$ cat config.mk
export PLATFORM = sky130hd
export DESIGN_NAME = rca_seq_ctrl
export DESIGN_NICKNAME = d
export VERILOG_FILES = /design/src/rtl/rca_seq_ctrl.sv
export SDC_FILE = /design/constraint.sdc
export NUM_CORES = 1
export LEC_CHECK = 0
export BUFFER_PORTS_ARGS = -buffer_cell sky130_fd_sc_hd__buf_2
export CORE_MARGIN = 10
export CORE_UTILIZATION = 43
export DETAILED_ROUTE_END_ITERATION = 8
export GPL_TIMING_DRIVEN = 1
export PLACE_DENSITY_LB_ADDON = 0.08
export SYNTH_ARGS = -nofsm -noshare
export SYNTH_HDL_FRONTEND = slang
export SYNTH_SLANG_ARGS = --single-unit
$ cat constraint.sdc
create_clock -name clk -period 3.7 [get_ports clk]
set_input_delay 0.74 -clock clk [delete_from_list [all_inputs] [get_ports clk]]
set_output_delay 0.74 -clock clk [all_outputs]
set_load 0.02 [all_outputs]
$ cat src/rtl/rca_seq_ctrl.sv
// Multi-cycle N-bit adder: one 4-bit ripple slice reused per nibble, LSB
// nibble first, with a registered carry linking consecutive steps.

// 4-bit ripple-carry slice
module rca_4b (
   input  logic [3:0] a,
   input  logic [3:0] b,
   input  logic       ci,
   output logic [3:0] s,
   output logic       co
);

   logic [4:0] c;

   // ripple the carry through the four bit positions
   always_comb begin
      c    = '0;
      s    = '0;
      c[0] = ci;
      for (int unsigned i = 0; i < 4; i++) begin
         s[i]     = a[i] ^ b[i] ^ c[i];
         c[i + 1] = (a[i] & b[i]) | (c[i] & (a[i] ^ b[i]));
      end
      co = c[4];
   end

endmodule

module rca_seq_ctrl #(
   parameter int N = 16
) (
   input  logic         clk,
   input  logic         rst,
   input  logic         in_valid,
   output logic         in_ready,
   input  logic [N-1:0] A,
   input  logic [N-1:0] B,
   input  logic         C_in,
   output logic         out_valid,
   input  logic         out_ready,
   output logic [N-1:0] S,
   output logic         C_out,
   output logic         Ovfl
);

   localparam int STEPS = N / 4;
   localparam int SW    = (STEPS > 1) ? $clog2(STEPS) : 1;
   localparam logic [SW-1:0] LAST = SW'(STEPS - 1);

   generate
      if ((N < 4) || ((N % 4) != 0)) begin : g_bad_n
         $error("rca_seq_ctrl: N must be a multiple of 4 and at least 4");
      end
   endgenerate

   typedef enum logic [1:0] {
      IDLE = 2'd0,
      RUN  = 2'd1,
      DONE = 2'd2
   } state_t;

   state_t        state, state_d;
   logic [SW-1:0] step;
   logic [SW+1:0] base;
   logic [N-1:0]  a_reg, b_reg;
   logic          carry;
   logic [3:0]    nib_sum;
   logic          nib_co;

   assign base = {step, 2'b00};

   rca_4b u_slice (
      .a  (a_reg[base +: 4]),
      .b  (b_reg[base +: 4]),
      .ci (carry),
      .s  (nib_sum),
      .co (nib_co)
   );

   // state register
   always_ff @(posedge clk or posedge rst) begin
      if (rst) state <= IDLE;
      else     state <= state_d;
   end

   // next-state and handshake decode
   always_comb begin
      state_d   = state;
      in_ready  = 1'b0;
      out_valid = 1'b0;
      case (state)
         IDLE: begin
            in_ready = 1'b1;
            if (in_valid) state_d = RUN;
         end
         RUN: begin
            if (step == LAST) state_d = DONE;
         end
         DONE: begin
            out_valid = 1'b1;
            if (out_ready) state_d = IDLE;
         end
         default: state_d = IDLE;
      endcase
   end

   // operand capture, per-nibble sum write-back and final flags
   always_ff @(posedge clk or posedge rst) begin
      if (rst) begin
         a_reg <= '0;
         b_reg <= '0;
         carry <= 1'b0;
         step  <= '0;
         S     <= '0;
         C_out <= 1'b0;
         Ovfl  <= 1'b0;
      end else begin
         case (state)
            IDLE: begin
               if (in_valid) begin
                  a_reg <= A;
                  b_reg <= B;
                  carry <= C_in;
                  step  <= '0;
               end
            end
            RUN: begin
               S[base +: 4] <= nib_sum;
               carry        <= nib_co;
               step         <= step + 1'b1;
               if (step == LAST) begin
                  C_out <= nib_co;
                  Ovfl  <= (a_reg[N-1] == b_reg[N-1]) && (nib_sum[3] != a_reg[N-1]);
               end
            end
            default: ;
         endcase
      end
   end

endmodule

; ---- Word level (Yosys, flattened, before mapping)
; Cells that the tools add are included.
[classes]
add_sub_neg = 2
n_eq_ne = 8
n_shift = 4
muxes = 11
bitwise = 20
reduce_logical = 7
[op_table]
columns = operator, n
row1 = variable part select 16 x 5 -> 4 bit, 2
row2 = bitwise mux 16 bit, 1
row3 = variable shift 4 x 6 -> 16 bit (first input constant), 1
row4 = variable part select 4 x 6 -> 16 bit, 1
row5 = AND 1 bit, 8
row6 = 2-to-1 mux 2 bit, 4
row7 = XOR 1 bit, 8
row8 = != test 2 bit (second input constant), 3
row9 = negation 4 -> 6 bit, 1
row10 = one-hot mux 2 bit (3 select lines), 1
row11 = AND reduction 2 bit, 3
row12 = equality test 2 bit (second input constant), 2
row13 = OR 1 bit, 4
row14 = one-hot mux 2 bit (2 select lines), 1
row15 = 2-to-1 mux 1 bit, 3
row16 = AND reduction 3 bit, 1
row17 = adder 2 x 1 -> 2 bit (second input constant), 1
row18 = equality test 2 x 1 -> 1 bit (second input constant), 1
row19 = zero test 2 bit, 1
row20 = one-hot mux 1 bit (2 select lines), 1
row21 = nonzero test 2 bit, 1
row22 = equality test 1 bit, 1
row23 = logical AND 1 bit, 1
row24 = != test 1 bit, 1
[totals]
register_bits = 55
input_bits = 37

; ---- Logic depth before layout (Yosys ltp)
[depth]
ltp_word = 11
depth_mapped = 14
mapped_depth_nobuf = 12

; ---- Modules after synthesis
; A second synthesis with hierarchy kept.
[unflattened]
hier_cells = 249
area_unflattened_um2 = 2608.8
[modules_own_cells]
columns = mod, instances, cells_per_inst, area_per_inst_um2
row1 = rca_seq_ctrl, 1, 235, 2491.1
row2 = rca_4b, 1, 14, 117.6

; ---- Least setup slack after synthesis
; No wires, ideal clock.
[synth_path]
path_kind = reg-to-reg
from = register step[0]
to = register Ovfl
setup_ps = 125
arrival_time_ps = 2909
path_slack_ps = 666
stages_incl_launch_ff = 15
n_path_buf = 2
period_less_slack_ps = 3034
path_cell_list = dfrtp_1 -> buf_2 -> buf_2 -> mux4_2 -> inv_1 -> fa_1 -> inv_1 -> fa_1 -> inv_1 -> fa_1 -> inv_1 -> fa_1 -> nand2b_1 -> o22ai_1 -> mux2_2
[synth_via]
elab_chain_cells = 11
[synth_lines]
columns = element, line
row1 = from (decl), 63  ; logic [SW-1:0] step;
row2 = from (signal assigned), 130  ; step <= step + 1'b1;
row3 = variable part select 16 x 5 -> 4 bit (on tied branches), "73, 74"
row4 = XOR 1 bit, 22  ; c[i + 1] = (a[i] & b[i]) | (c[i] & (a[i] ^ b[i]));
row5 = AND 1 bit, 22
row6 = OR 1 bit, 22
row7 = AND 1 bit, 22
row8 = OR 1 bit, 22
row9 = AND 1 bit, 22
row10 = OR 1 bit, 22
row11 = XOR 1 bit, 21  ; s[i] = a[i] ^ b[i] ^ c[i];
row12 = != test 1 bit, 133  ; Ovfl <= (a_reg[N-1] == b_reg[N-1]) && (nib_sum[3] != a_reg[N-1]);
row13 = logical AND 1 bit, 133
row14 = to (signal assigned), 133
row15 = to (decl), 43  ; output logic Ovfl
; Parallel ways exist; a longest one is shown, timed or not.
; A chain may end at the register's enable or synchronous reset.

; ---- Worst setup path in the final report
; Same ends and word-level chain as after synthesis.

==> results_dict.tcl <==
set metrics [dict create \
    post_cts_resized 0 \
    cp_cell_sequence "mux4_2 -> inv_1 -> fa_1 -> inv_1 -> fa_1 -> inv_1 -> fa_1 -> inv_1 -> fa_1 -> nand2b_1 -> o22ai_1 -> mux2_2" \
    synth_edf_count 0 \
    final_hold_viol_count 0 \
    post-cts-setup-buffers 0 \
    synthTopCellsByArea "dfrtp_1 53%, nand2_1 17%, mux4_2 6.9%" \
    crit_arrival_ps 3380 \
    grt_max_degree 39 \
    crit_buf_inv 4 \
    syn_to_final_growth_pct 16.1 \
    netlist.area_leader.share_pct 52.9 \
    gp_congestion 0.797 \
    ys_warn_count 0 \
    slowest_stage "dfrtp_1" \
    async_flop_share_pct 100 \
    drt_iter0_drc 73 \
    drv_slew 0 \
    cts_sinks 55 \
    slew_headroom_pct 24.7 \
    holdCritPathClass "flop to flop" \
    dp_cells 377 \
    period_minus_slack_ps 3180 \
    syn-num-nets 302 \
    grt_usage_pct 12.7 \
    antenna_found_initial 0 \
    nets 356 \
    synth_common_cells "116 x nand2_1, 55 x dfrtp_1, 11 x inv_1" \
    core_um2 5890 \
    viasPerCell 4.91 \
    htreeDepth 2 \
    cts_tree "built" \
    wl_um 5860 \
    required_ps 3900 \
    peakVddDrop_mv 0.382 \
    finalSetupViolCount 0 \
    max_stage_delay_ps 640 \
    ys_ff_latch 55 \
    maxCapViolCount 0 \
    crit_family "adder cells" \
    routedWlPerCell_um 15.2 \
    ys_seq_area_share_pct 52.9 \
    netlist_area_um2 2600 \
    finalClockSkew_ps 9.74 \
    clk_pin_slew_ps 100 \
    endpoint_kind "flop" \
    power_density_nw_per_um2 940 \
    worst_pin_slew_ps 1130 \
    vias 1892 \
    synthFlopType "dfrtp_1" \
    setup_tns_ps 0 \
    port_buffers 56 \
    drc 0 \
    p_leak_nw 1.60 \
    synth_area_per_cell_um2 10.2 \
    die_y_um 97.8 \
    fin_cells 385 \
    ys_types 30 \
    grt_pass1_wl_um 10200 \
    grt_pass1_vias 2067 \
    fmax_mhz 314 \
    dieArea_um2 9560 \
    timing_worst_setup_path_type "flop to flop" \
    yosysTopAreaCell "dfrtp_1" \
    ant_nets 0 \
    cts_buffer_depth 2 \
    yosysMostFrequentCell "nand2_1" \
    pin_count 57 \
    start_util_pct 44.2 \
    num_rows 28 \
    worstSkewPairLatency_ps 310 \
    cts-root-buf "clkbuf_8" \
    ctsHoldBuffers 0 \
    drt-pass1-iter-count 4 \
    rsz0062_at_grt "no" \
    post-route-period-util_pct 86.0 \
    start_kind "flop" \
    hpwl_um 4440 \
    drive_above_1_share_pct 26.5 \
    syn_inst 255 \
    antenna_cells 0 \
    status "finished clean" \
    numCtsBuffers 5 \
    gr-total-overflow 0 \
    chipWidth_um 97.8 \
    critPathMaxFanout 11 \
]
==> layer usage <==
layer	GRT usage [%]	share of wire, %	vias up	routed length, um
met5	0	0	-	0
met1	15.6	44	889	2550
met2	20.9	49	56	2890
met3	3.88	6.1	6	360
li1	-	-	941	-
met4	3.58	0.99	0	58
==> worst reg2reg max path, cell delays in order (launching register included) <==
cell and delay, ps:
dfrtp_1 640, mux4_2 560, inv_1 80, fa_1 160, inv_1 50, fa_1 370, inv_1 80, fa_1 170
inv_1 50, fa_1 490, nand2b_1 100, o22ai_1 70, mux2_2 260
==> stage by stage <==
stage / utilization (%) / hold slack, ps / instance area, um^2 / setup slack (ps) / total power (W)
after floorplan: - / 440 / 2600 / 666 / 0.00210
after global placement: 49.9 / 453 / 2940 / 598 / 0.00252
after detailed placement: 49.9 / 455 / 2940 / 492 / 0.00256
after CTS: 51.3 / 479 / 3020 / 476 / 0.00288
after global routing: 51.3 / 501 / 3020 / 196 / 0.00313
final: 51.3 / 477 / 3020 / 517 / 0.00284
==> kinds of logic after synthesis <==
group,count (synthesis),share of synthesized area (%)
flops,55,52.9
mux,10,7.79
simple gates,135,22.6
buf+inv,24,4.38
compound gates,21,6.40
fa+ha+maj,10,5.96
==> where the power goes <==
| part | internal (W) | switching (W) |
|---|---|---|
| combinational | 0.000587 | 0.000889 |
| sequential | 0.000855 | 0.000191 |
| clock | 0.000133 | 0.000184 |
| total | 0.00158 | 0.00126 |
==> final cells by class <==
type	count	area (um^2)
clock buffers	7	76.3
clock inverters	1	5.00
fillers	561	2870
inverters	11	41.3
multi-input cells	176	1120
flip-flops and latches	55	1380
well taps	75	93.8
repair buffers	60	310
==> placed cells by master, fill, tap and decap left out, types with 3 or more instances in the layout <==
cell and n:
dfrtp_1 55, nand2_1 116, nand2b_1 6, ha_1 6, o31ai_1 7, buf_4 4
nand3b_1 3, o41ai_1 6, inv_1 10, buf_2 56, mux4_2 8, fa_1 4
clkbuf_8 5
==> final timing paths <==
path / slack (ps) / endpoint / cells after the start / start
setup / recovery: 520 / Ovfl$_DFFE_PP0P_ / 12 / step[0]$_DFFE_PP0P_
hold / removal: 480 / S[6]$_DFFE_PP0P_ / 2 / S[6]$_DFFE_PP0P_
setup reg to reg: 520 / Ovfl$_DFFE_PP0P_ / 12 / step[0]$_DFFE_PP0P_
hold reg to reg: 480 / S[6]$_DFFE_PP0P_ / 2 / S[6]$_DFFE_PP0P_
max in group asynchronous: 2400 / S[2]$_DFFE_PP0P_ / 3 / rst
min in group asynchronous: 570 / a_reg[7]$_DFFE_PP0P_ / 2 / rst
Power figures use the tool's default switching activity.
